==> config.mk <==
export PLATFORM = sky130hd
export DESIGN_NAME = mem_arbiter
export DESIGN_NICKNAME = d
export VERILOG_FILES = /design/src/rtl/mem_arbiter.sv
export SDC_FILE = /design/constraint.sdc
export NUM_CORES = 1
export LEC_CHECK = 0
export CAP_MARGIN = 20
export CORE_MARGIN = 4
export CORE_UTILIZATION = 25
export DETAILED_ROUTE_END_ITERATION = 16
export GPL_TIMING_DRIVEN = 0
export PLACE_DENSITY = 0.47
export RECOVER_POWER = 50
export SLEW_MARGIN = 25
export SYNTH_ARGS = -nofsm -noshare
export SYNTH_HDL_FRONTEND = slang
export SYNTH_SLANG_ARGS = --single-unit
==> constraint.sdc <==
create_clock -name clk_in -period 2.3 [get_ports clk_in]
set_input_delay 0.46 -clock clk_in [delete_from_list [all_inputs] [get_ports clk_in]]
set_output_delay 0.46 -clock clk_in [all_outputs]
set_load 0.02 [all_outputs]
==> src/rtl/mem_arbiter.sv <==
// rtl/mem_arbiter.sv - round-robin arbiter sharing a byte-wide RAM port between fetch and load/store
//
// Purpose: serialises 1/2/4-byte instruction-fetch and load/store transfers onto a single
//          byte-wide RAM port, assembling little-endian words on reads and
//          disassembling them on writes.
// Optional feature: define MEM_ARBITER_IO_STALL_EN to hold stores at or above IO_ADDR
//                   while io_buffer_full is high.
// Ports:
//   clk_in, rst_in (async, active-low), rdy_in (global enable), clear (flush)
//   if_req/if_addr -> if_done/if_data                     fetch side, 4-byte reads
//   lsb_req/lsb_we/lsb_len/lsb_addr/lsb_wdata -> lsb_done/lsb_rdata   load/store side
//   mem_din <- RAM read byte; mem_dout/mem_a/mem_wr -> RAM
//   io_buffer_full                                        UART FIFO full
module mem_arbiter #(
  parameter int unsigned       ADDR_W  = 32,
  parameter logic [ADDR_W-1:0] IO_ADDR = 'h30000
) (
  input  logic              clk_in,
  input  logic              rst_in,
  input  logic              rdy_in,
  input  logic              clear,
  input  logic              if_req,
  input  logic [ADDR_W-1:0] if_addr,
  output logic              if_done,
  output logic [31:0]       if_data,
  input  logic              lsb_req,
  input  logic              lsb_we,
  input  logic [1:0]        lsb_len,
  input  logic [ADDR_W-1:0] lsb_addr,
  input  logic [31:0]       lsb_wdata,
  output logic              lsb_done,
  output logic [31:0]       lsb_rdata,
  input  logic [7:0]        mem_din,
  output logic [7:0]        mem_dout,
  output logic [ADDR_W-1:0] mem_a,
  output logic              mem_wr,
  input  logic              io_buffer_full
);

  typedef enum logic [1:0] {S_IDLE = 2'd0, S_READ = 2'd1, S_WRITE = 2'd2} state_t;

  state_t            r_state, w_state_nxt;
  logic              r_last_lsb;   // 1: LSB was granted last, so IF wins the next tie
  logic              r_owner_lsb;  // owner of the current read
  logic [2:0]        r_cnt;        // edges since the grant edge
  logic [2:0]        r_len;        // transfer length in bytes (1/2/4)
  logic [31:0]       r_buf;
  logic [31:0]       r_wdata;
  logic [ADDR_W-1:0] r_mem_a;
  logic [7:0]        r_mem_dout;
  logic              r_mem_wr;
  logic              r_if_done, r_lsb_done;
  logic [31:0]       r_if_data, r_lsb_rdata;

  logic              w_if_ok, w_lsb_ok, w_grant_if, w_grant_lsb;
  logic              w_io_block, w_io_hold;
  logic [2:0]        w_lsb_n;
  logic [1:0]        w_byte_idx;
  logic [31:0]       w_asm;

`ifdef MEM_ARBITER_IO_STALL_EN
  logic r_io;  // current store targets the I/O region
  assign w_io_block = lsb_we && (lsb_addr >= IO_ADDR) && io_buffer_full;
  assign w_io_hold  = r_io && io_buffer_full;
`else
  logic w_unused_io;
  assign w_io_block  = 1'b0;
  assign w_io_hold   = 1'b0;
  assign w_unused_io = io_buffer_full ^ (lsb_addr >= IO_ADDR);
`endif

  always_comb begin
    w_lsb_n = 3'd4;
    case (lsb_len)
      2'b00:   w_lsb_n = 3'd1;
      2'b01:   w_lsb_n = 3'd2;
      default: w_lsb_n = 3'd4;
    endcase
  end

  // A flush suppresses read grants only; stores are never speculative.
  assign w_if_ok  = if_req && !clear;
  assign w_lsb_ok = lsb_req && (lsb_we ? !w_io_block : !clear);

  // RAM has one cycle of latency: at edge k (k >= 2) mem_din carries byte k-2.
  assign w_byte_idx = r_cnt[1:0] - 2'd2;
  assign w_asm      = r_buf | ({24'd0, mem_din} << {w_byte_idx, 3'b000});

  always_comb begin
    w_state_nxt = r_state;
    w_grant_if  = 1'b0;
    w_grant_lsb = 1'b0;
    case (r_state)
      S_IDLE: begin
        if (w_if_ok && (!w_lsb_ok || r_last_lsb)) begin
          w_grant_if  = 1'b1;
          w_state_nxt = S_READ;
        end else if (w_lsb_ok) begin
          w_grant_lsb = 1'b1;
          w_state_nxt = lsb_we ? S_WRITE : S_READ;
        end
      end
      S_READ: begin
        if (clear || (r_cnt == r_len + 3'd1)) w_state_nxt = S_IDLE;
      end
      S_WRITE: begin
        if (!w_io_hold && (r_cnt == r_len)) w_state_nxt = S_IDLE;
      end
      default: w_state_nxt = S_IDLE;
    endcase
  end

  always_ff @(posedge clk_in or negedge rst_in) begin
    if (!rst_in) r_state <= S_IDLE;
    else if (rdy_in) r_state <= w_state_nxt;
  end

  always_ff @(posedge clk_in or negedge rst_in) begin
    if (!rst_in) begin
      r_last_lsb  <= 1'b1;
      r_owner_lsb <= 1'b0;
      r_cnt       <= 3'd0;
      r_len       <= 3'd0;
      r_buf       <= 32'd0;
      r_wdata     <= 32'd0;
      r_mem_a     <= '0;
      r_mem_dout  <= 8'd0;
      r_mem_wr    <= 1'b0;
      r_if_done   <= 1'b0;
      r_lsb_done  <= 1'b0;
      r_if_data   <= 32'd0;
      r_lsb_rdata <= 32'd0;
`ifdef MEM_ARBITER_IO_STALL_EN
      r_io        <= 1'b0;
`endif
    end else if (rdy_in) begin
      r_if_done  <= 1'b0;
      r_lsb_done <= 1'b0;
      case (r_state)
        S_IDLE: begin
          if (w_grant_if) begin
            r_last_lsb  <= 1'b0;
            r_owner_lsb <= 1'b0;
            r_len       <= 3'd4;
            r_cnt       <= 3'd1;
            r_buf       <= 32'd0;
            r_mem_a     <= if_addr;
          end else if (w_grant_lsb) begin
            r_last_lsb  <= 1'b1;
            r_owner_lsb <= 1'b1;
            r_len       <= w_lsb_n;
            r_cnt       <= 3'd1;
            r_buf       <= 32'd0;
            r_wdata     <= lsb_wdata;
            r_mem_a     <= lsb_addr;
            r_mem_dout  <= lsb_wdata[7:0];
            r_mem_wr    <= lsb_we;
`ifdef MEM_ARBITER_IO_STALL_EN
            r_io        <= lsb_we && (lsb_addr >= IO_ADDR);
`endif
          end
        end
        S_READ: begin
          if (!clear) begin
            if (r_cnt < r_len) r_mem_a <= r_mem_a + ADDR_W'(1);
            if (r_cnt >= 3'd2) r_buf <= w_asm;
            if (r_cnt == r_len + 3'd1) begin
              if (r_owner_lsb) begin
                r_lsb_done  <= 1'b1;
                r_lsb_rdata <= w_asm;
              end else begin
                r_if_done <= 1'b1;
                r_if_data <= w_asm;
              end
            end
            r_cnt <= r_cnt + 3'd1;
          end
        end
        S_WRITE: begin
          if (!w_io_hold) begin
            if (r_cnt == r_len) begin
              r_mem_wr   <= 1'b0;
              r_lsb_done <= 1'b1;
            end else begin
              r_mem_a    <= r_mem_a + ADDR_W'(1);
              r_mem_dout <= r_wdata[{r_cnt[1:0], 3'b000} +: 8];
              r_cnt      <= r_cnt + 3'd1;
            end
          end
        end
        default: ;
      endcase
    end
  end

  assign if_done   = r_if_done;
  assign if_data   = r_if_data;
  assign lsb_done  = r_lsb_done;
  assign lsb_rdata = r_lsb_rdata;
  assign mem_a     = r_mem_a;
  assign mem_dout  = r_mem_dout;
  // Strobe is gated so a frozen or I/O-held cycle never repeats a byte write.
  assign mem_wr    = r_mem_wr && rdy_in && !w_io_hold;

endmodule

Yosys cells after proc, flatten, opt, wreduce, memory -nomap -nowiden
Cells that the tools add are included.
Widths: inputs -> output; s select.
{"block": "word_totals", "reg_bits": 181, "output_inout_bits": 107, "input_bits": 114, "wordCells": 115}
{"block": "classes", "addsub": 4, "n_eq_ne": 15, "n_bitwise": 4, "shift": 2, "n_reduce_logical": 24, "muxes": 50, "order_cmp": 2}
{"operator": "$mux 32", "n": 9}
{"operator": "$pmux 32 s3", "n": 1}
{"operator": "$pmux 32 s2", "n": 1}
{"operator": "$add 32x1->32 const B", "n": 1}
{"operator": "$or 32x32->32", "n": 1}
{"operator": "$shiftx 32x6->8", "n": 1}
{"operator": "$shl 8x5->32", "n": 1}
{"operator": "$reduce_and 5->1", "n": 6}
{"operator": "$mux 8", "n": 3}
{"operator": "$mux 1", "n": 19}
{"operator": "$mux 3", "n": 6}
{"operator": "$ne 2x2->1 const B", "n": 8}
{"operator": "$pmux 8 s2", "n": 1}
{"operator": "$mux 2", "n": 5}
{"operator": "$pmux 3 s3", "n": 1}
{"operator": "$reduce_and 4->1", "n": 2}
{"operator": "$add 3x1->3 const B", "n": 2}
{"operator": "$eq 3x3->1", "n": 2}
{"operator": "$ne 3x3->1 const B", "n": 2}
{"operator": "$pmux 2 s3", "n": 1}
{"operator": "$pmux 3 s2", "n": 1}
{"operator": "$reduce_and 6->1", "n": 1}
{"operator": "$reduce_bool 2->1", "n": 3}
{"operator": "$eq 2x1->1 const B", "n": 2}
{"operator": "other kinds (12)", "n": 21}

Longest topological paths before layout
Gate-level depths: netlist of the first run.
{"block": "depth", "ltp_word": 11, "ltp_mapped": 10}

Least setup slack after synthesis of the first run
Ideal clock, no wire load.
{"block": "synth_path", "kind": "register to register", "from": "reg r_cnt[0]", "to": "reg r_mem_a[17] (netlist: mem_a[17])", "setup_slack_ns": -0.149, "path_buffers": 3, "t_arrival_ns": 2.371, "setup_time_ns": 0.077, "stages_incl_launch_ff": 10, "required_time_ns": 2.223, "path_cell_list": "dfrtp_1 -> buf_2 -> inv_1 -> ha_1 -> a41oi_1 -> and4_1 -> buf_2 -> clkbuf_1 -> a21oi_1 -> a21oi_1"}
{"block": "synth_via", "elab_chain_len": 3, "elab_cells_between_ends": 5, "classes_between": "1 x order compare; 3 x eq/ne; 1 x reduce/logical"}
{"item": "from (decl)", "line_no": "45", "rtl": "logic [2:0] r_cnt;"}
{"item": "from (signal assigned)", "line_no": "176", "rtl": "r_cnt <= r_cnt + 3'd1;"}
{"item": "from (signal assigned)", "line_no": "187", "rtl": "r_cnt <= r_cnt + 3'd1;"}
{"item": "$lt 3x3->1 / $eq 3x3->1 (equally long branches)", "line_no": "165, 181"}
{"item": "$ne 2x2->1 (no source line)"}
{"item": "$reduce_and 6->1 (no source line) *"}
{"item": "to (signal assigned)", "line_no": "155", "rtl": "r_mem_a <= lsb_addr;"}
{"item": "to (signal assigned)", "line_no": "165", "rtl": "if (r_cnt < r_len) r_mem_a <= r_mem_a + ADDR_W'(1);"}
{"item": "to (signal assigned)", "line_no": "185", "rtl": "r_mem_a <= r_mem_a + ADDR_W'(1);"}
{"item": "to (decl)", "line_no": "49", "rtl": "logic [ADDR_W-1:0] r_mem_a;"}
Every way passes the cells marked *; elsewhere a longest branch is shown, timed or not.
A chain may end at the register's enable or synchronous reset.

Worst setup path in the final report of the first run
{"block": "layout_path", "from": "reg r_cnt[2]", "to": "reg r_lsb_rdata[18] (netlist: lsb_rdata[18])"}
{"block": "layout_via", "elab_chain_len": 2}
{"item": "$eq 3x3->1", "line_no": "167", "rtl": "if (r_cnt == r_len + 3'd1) begin"}
{"item": "$reduce_and 5->1 (no source line)"}
{"item": "to (signal assigned)", "line_no": "170", "rtl": "r_lsb_rdata <= w_asm;"}
{"item": "to (decl)", "line_no": "53", "rtl": "logic [31:0] r_if_data, r_lsb_rdata;"}
No other way between the ends.

==> results of run 1 <==
==> power by group through the flow <==
stage | sequential [mW] | clock (mW) | combinational [mW]
2_1_floorplan | 6.18 | 0 | 3.73
3_3_place_gp | 5.59 | 0 | 7.74
3_5_place_dp | 5.61 | 0 | 7.79
4_1_cts | 5.55 | 3.19 | 8.14
5_1_grt | 5.74 | 3.30 | 8.82
6_report | 5.55 | 3.07 | 8.11
==> cell usage after synthesis (3+ instances only) <==
library cell,instances,share of area
o22a_1,7,0.0069
nor4_2,3,0.0042
nand4_1,18,0.013
a2bb2oi_1,6,0.0059
nor3_1,9,0.0050
o32ai_1,4,0.0039
o21ai_0,58,0.033
a31oi_1,9,0.0063
a211oi_1,4,0.0034
buf_4,3,0.0025
ha_1,11,0.015
nor2_1,22,0.0093
o31ai_1,6,0.0050
a21o_1,22,0.019
nand2b_1,6,0.0042
inv_1,31,0.013
nor2b_1,4,0.0028
nand3b_1,3,0.0025
and4_1,4,0.0039
or2_2,3,0.0021
o22ai_1,8,0.0056
and3_1,5,0.0035
nor4_1,3,0.0021
dfrtp_1,180,0.50
mux2i_1,23,0.026
mux2_2,101,0.13
mux4_2,8,0.020
nand2_1,103,0.043
a22o_1,5,0.0049
a21oi_1,41,0.023
clkbuf_1,28,0.012
o211ai_1,5,0.0042
buf_2,13,0.0073
nand3_1,18,0.010
==> cells by family after synthesis <==
kind of cell,Yosys count,synth area share
xor+xnor,2,0.00365
simple gates,218,0.122
mux,132,0.173
buf+inv,78,0.0360
compound gates,196,0.142
flops,181,0.508
fa+ha+maj,11,0.0154
==> cell type report <==
cell class                      instances  area (um^2)
Clock buffer                           17          425
Buffer                                 45          314
Fill cell                            3522        22200
Tap cell                              455          569
Clock inverter                         14          166
Sequential cell                       181         4540
Timing Repair Buffer                  246         2410
Inverter                               31          120
Multi-Input combinational cell        559         4180
==> routing by layer <==
layer	up-vias	share of wire
met4	0	0.020
met1	3766	0.45
met5	-	0
met2	279	0.46
met3	44	0.070
li1	3510	-
==> final timing paths <==
kind | startpoint | to | slack, ns | cells past startpoint
worst min-delay path | rst_in | mem_a[28]$_DFFE_PN0P_ | 0.45 | 2
worst min register to register | if_data[5]$_DFFE_PN0P_ | if_data[5]$_DFFE_PN0P_ | 0.48 | 2
worst max-delay path | r_cnt[2]$_DFFE_PN0P_ | lsb_rdata[18]$_DFFE_PN0P_ | 0.1 | 7
worst max register to register | r_cnt[2]$_DFFE_PN0P_ | lsb_rdata[18]$_DFFE_PN0P_ | 0.1 | 7
max in group asynchronous | rst_in | r_buf[13]$_DFFE_PN0P_ | 0.35 | 3
min in group clk_in | if_data[5]$_DFFE_PN0P_ | if_data[5]$_DFFE_PN0P_ | 0.48 | 2
==> flip-flops by register name, indices dropped and copies added, names as in the netlist, 2 cells and up <==
register and cells:
if_data 32, lsb_rdata 32, mem_a 32, mem_dout 8, r_buf 32, r_cnt 3, r_len 3, r_state 2
r_wdata 32
==> repair_timing <==
| item | in CTS | in global routing |
|---|---|---|
| endpoints found under the setup margin | 176 | 128 |
| setup buffers | 11 | 12 |
| hold buffers | 1 | 0 |
| pin swaps | 5 | 8 |
| gates cloned | 1 | 0 |
| hold endpoints to repair | 20 | 0 |
| gates resized for setup | 50 | 31 |
==> worst max-delay path, delay by kind of cell (launching register included) <==
kind,cells,cell delay (ns)
buffers and inverters,2,0.28
XOR/XNOR,1,0.44
AND/OR/NAND/NOR,3,0.58
multiplexers,1,0.33
flip-flops,1,0.47
==> per-stage QoR <==
stage                     std cells  hold slack [ns]  worst slack (ns)  power, mW
after floorplan                 818            0.164            0.0315       9.91
after global placement         1492            0.464             -7.52       13.3
after detailed placement       1494            0.321            -0.852       13.4
after CTS                      1537            0.455           0.00246       16.9
after global routing           1548            0.456           0.00267       17.9
final                          1548            0.449            0.0985       16.7
==> impl_metrics.tcl, run 1 <==
set metrics [dict create \
    cts_inserted_buffers 17 \
    syn_to_final_growth_pct 42.6 \
    port_buffers 219 \
    yosysWarnings 0 \
    clkTransAtPathRegs_ns 0.08 \
    mostFrequentLayoutCells "dfrtp_1, clkdlybuf4s50_1, mux2_2, nand2_1, o21ai_0" \
    wl_per_cell_um 20.4 \
    critPathLaunchType "flop" \
    drtAntennaViolNets 0 \
    cp_max_fo 10 \
    rows 68 \
    layout_commonest_cell "dfrtp_1" \
    postSynthCellCount 818 \
    synth-seq-area-share 0.508 \
    slowest_stage "dfrtp_1" \
    drtIter0Drc 533 \
    antenna_found_initial 0 \
    clk_latency_ns 0.44 \
    cts_tree "built" \
    slew_headroom 0.180 \
    htreeDepth 4 \
    nets 1206 \
    maxCapViolCount 0 \
    met1_usage 0.219 \
    p_sw_mw 6.89 \
    core_um2 34900 \
    die_h_um 197 \
    ys.flop_type "dfrtp_1" \
    p_per_area_nw_per_um2 1320 \
    layout-drive-gt1-share 0.222 \
    period_share 0.957 \
    syn_nets 943 \
    design_area_um2 12700 \
    cts-root-buf "clkbuf_16" \
    grt_pass1_vias 7989 \
    fp.dieW_um 197 \
    worstPathArrival_ns 2.53 \
    placed_cell_area_um2 11800 \
    clock.fmax_mhz 454 \
    grt_overflow 0 \
    start_util 0.256 \
    die-area_um2 38800 \
    grt.busiest_layer "met2" \
    place.gp.congestion 0.853 \
    p_int_mw 9.84 \
    setup_tns_ns 0 \
    num_vias 7599 \
    synth.avg_cell_area_um2 10.9 \
    report.final.setup_viol 0 \
    insertedDiodeCount 0 \
    synthDistinctLibCells 69 \
    grt_pass1_wl_mm 48.7 \
    cp_slowest_stage_delay_ns 0.47 \
    status "completed" \
    viasPerCell 4.91 \
    p_sw_frac 0.412 \
    worst-setup-path-type "flop to flop" \
    sequentialPowerShare 0.332 \
    first_pass_iters 6 \
    worst_ir_drop_vdd_mv 0.568 \
    worstSetupEndpointType "flop" \
    grtUsageMet3 0.0429 \
    skew_ns 0.0141 \
    worst_ep_required_time_ns 2.62 \
    p_leak_nw 5.53 \
    rsz0062_at_grt "no" \
    min_period_ns 2.20 \
    finalMaxSlewViolations 0 \
    grt_max_degree 86 \
    post-route-util 0.365 \
    grt.total_usage 0.161 \
    synth_edf_count 0 \
    use_met2 0.256 \
    crit_chain "xor3_1 > nor4_4 > nand2_2 > nor2_4 > buf_12 > buf_8 > mux2_2" \
    p_comb_frac 0.485 \
    tightest_slew_ns 1.23 \
    dpl.hpwl_mm 22.9 \
    synth_area_um2 8920 \
    totalWireLength_mm 31.6 \
    clkPwrFrac 0.183 \
    hold_viol 0 \
    async_flop_share 1.00 \
    ys_seq_elements 181 \
    cts.path.max_buffers 2 \
    cts_sinks 181 \
    hold_path_class "primary input to asynchronous set/reset pin" \
    num_io_pins 221 \
    drc 0 \
]
Power figures use the tool's default switching activity.
==> inputs of run 2 (changes only) <==
SLEW_MARGIN = not set   (was 25)
==> run 2 against run 1 <==
  * Sequential power hardly changed
  * Core utilization is 0.068 points lower
  * Clock skew is 0.0018 ns higher
  * Sequential share of layout area is 0.087 points higher
  * Die area stayed put
  * Total power is 0.56% lower
  * Combinational power is 0.5% lower
  * Count of clock-buffer cells in the layout is 1 higher
  * Critical path depth is 1 higher
  * Maximum frequency is 0.17% higher
  * Worst setup slack better by 0.0038 ns
==> impl_metrics.tcl, run 2 (synthesis gave the netlist of run 1 again) <==
set metrics [dict create \
    status "completed" \
    sequentialPowerShare 0.334 \
    worst_ir_drop_vdd_mv 0.523 \
    core_um2 34900 \
    hold_start "r_last_lsb$_DFFE_PN1P_" \
    drtIter0Drc 419 \
    min_period_ns 2.20 \
    viasPerCell 4.93 \
    cts-root-buf "clkbuf_16" \
    skew_ns 0.0159 \
    p_sw_mw 6.99 \
    clkPwrFrac 0.181 \
    antenna_found_initial 0 \
    maxCapViolCount 0 \
    hold_end "r_last_lsb$_DFFE_PN1P_" \
    critPathLaunchType "flop" \
    die-area_um2 38800 \
    wl_per_cell_um 20.5 \
    cts_sinks 181 \
    crit_chain "ha_1 > xor3_1 > nor4_4 > nand2_2 > nor2_4 > buf_12 > buf_8 > mux2_2" \
    rows 68 \
    clk_latency_ns 0.45 \
    cts_inserted_buffers 17 \
    port_buffers 219 \
    report.final.setup_viol 0 \
    grt_max_degree 105 \
    dpl.hpwl_mm 22.9 \
    worstPathArrival_ns 2.53 \
    nets 1201 \
    drtAntennaViolNets 0 \
    slowest_stage "dfrtp_2" \
    placed_cell_area_um2 11700 \
    grt.total_usage 0.162 \
    period_share 0.956 \
    num_io_pins 221 \
    layout-drive-gt1-share 0.221 \
    setup_tns_ns 0 \
    fp.dieW_um 197 \
    place.gp.congestion 0.853 \
    htreeDepth 4 \
    pre_cts_slack_ns -0.852 \
    clkTransAtPathRegs_ns 0.08 \
    timing.rr.start "r_len[0]$_DFFE_PN0P_" \
    worstSetupEndpointType "flop" \
    post-route-util 0.364 \
    p_per_area_nw_per_um2 1310 \
    die_h_um 197 \
    design_area_um2 12700 \
    num_vias 7615 \
    finalHoldWorstSlack_ns 0.483 \
    worst-setup-path-type "flop to flop" \
    worstRegToRegCells 8 \
    finalMaxSlewViolations 0 \
    hold_path_class "flop to flop" \
    clock.fmax_mhz 455 \
    mostFrequentLayoutCells "dfrtp_1, clkdlybuf4s50_1, nand2_1, mux2_2, o21ai_0" \
    grt_pass1_vias 7971 \
    timing.final.ws_setup_ns 0.102 \
    totalWireLength_mm 31.6 \
    p_comb_frac 0.485 \
    p_sw_frac 0.420 \
    holdPathStages 2 \
    grt_overflow 0 \
    drc 0 \
    p_int_mw 9.65 \
    tightest_slew_ns 1.17 \
    cts.path.max_buffers 2 \
    slew_headroom 0.217 \
    cts_tree "built" \
    hold_viol 0 \
    grt_pass1_wl_mm 48.5 \
    syn_to_final_growth_pct 42.3 \
    insertedDiodeCount 0 \
    start_util 0.256 \
    p_leak_nw 5.51 \
    power.total_mw 16.6 \
    cp_slowest_stage_delay_ns 0.45 \
    worst_ep_required_time_ns 2.63 \
    regToRegSetupSlack_ns 0.10 \
    first_pass_iters 5 \
    cp_max_fo 10 \
    rr_endpoint "lsb_rdata[29]$_DFFE_PN0P_" \
    dp.cells 1493 \
    stdcell_count 1544 \
]
## run 2: layout make-up
class                           count  area [um^2]
Buffer                             45          305
Clock buffer                       18          439
Clock inverter                     14          164
Fill cell                        3567        22200
Inverter                           31          120
Multi-Input combinational cell    559         4180
Sequential cell                   181         4540
Tap cell                          455          569
Timing Repair Buffer              241         2380
## run 2: worst max-delay path by stage
stage,startpoint,endpoint,cells after the start
after floorplan,r_cnt[0]$_DFFE_PN0P_,lsb_rdata[24]$_DFFE_PN0P_,8
after CTS,mem_a[0]$_DFFE_PN0P_,mem_a[18]$_DFFE_PN0P_,5
after detailed placement,r_cnt[0]$_DFFE_PN0P_,mem_a[17]$_DFFE_PN0P_,9
after global placement,rst_in,if_data[26]$_DFFE_PN0P_,1
final,r_len[0]$_DFFE_PN0P_,lsb_rdata[29]$_DFFE_PN0P_,8
after global routing,r_cnt[1]$_DFFE_PN0P_,mem_a[30]$_DFFE_PN0P_,9
## run 2: worst max-delay path, delay by kind of cell (launching register included)
kind	cells	cell delay, ns
xor gates and xnor gates	1	0.24
adders and majority gates	1	0.21
buffers and inverters	2	0.29
DFF	1	0.45
muxes	1	0.34
and+or+nand+nor	3	0.56
## run 2: power groups by stage
stage	combinational (mW)	sequential [mW]	clock, mW
after floorplan	3.73	6.18	0
after global placement	7.74	5.59	0
after detailed placement	7.79	5.61	0
after CTS	8.10	5.56	3.13
after global routing	8.74	5.75	3.23
final	8.07	5.56	3.01
## run 2: routing by layer
layer	track usage	vias up	wire length, um
met4	0.0380	0	527
li1	-	3512	-
met2	0.259	300	14600
met1	0.219	3768	14300
met5	0	-	0
met3	0.0444	35	2230
## run 2: timing repair
item / in CTS / in global routing
pin swaps: 5 / 7
hold endpoints to repair: 2 / 0
endpoints found under the setup margin: 178 / 145
gates cloned: 1 / 0
setup buffers: 7 / 12
gates resized for setup: 49 / 25
hold buffers: 1 / 0
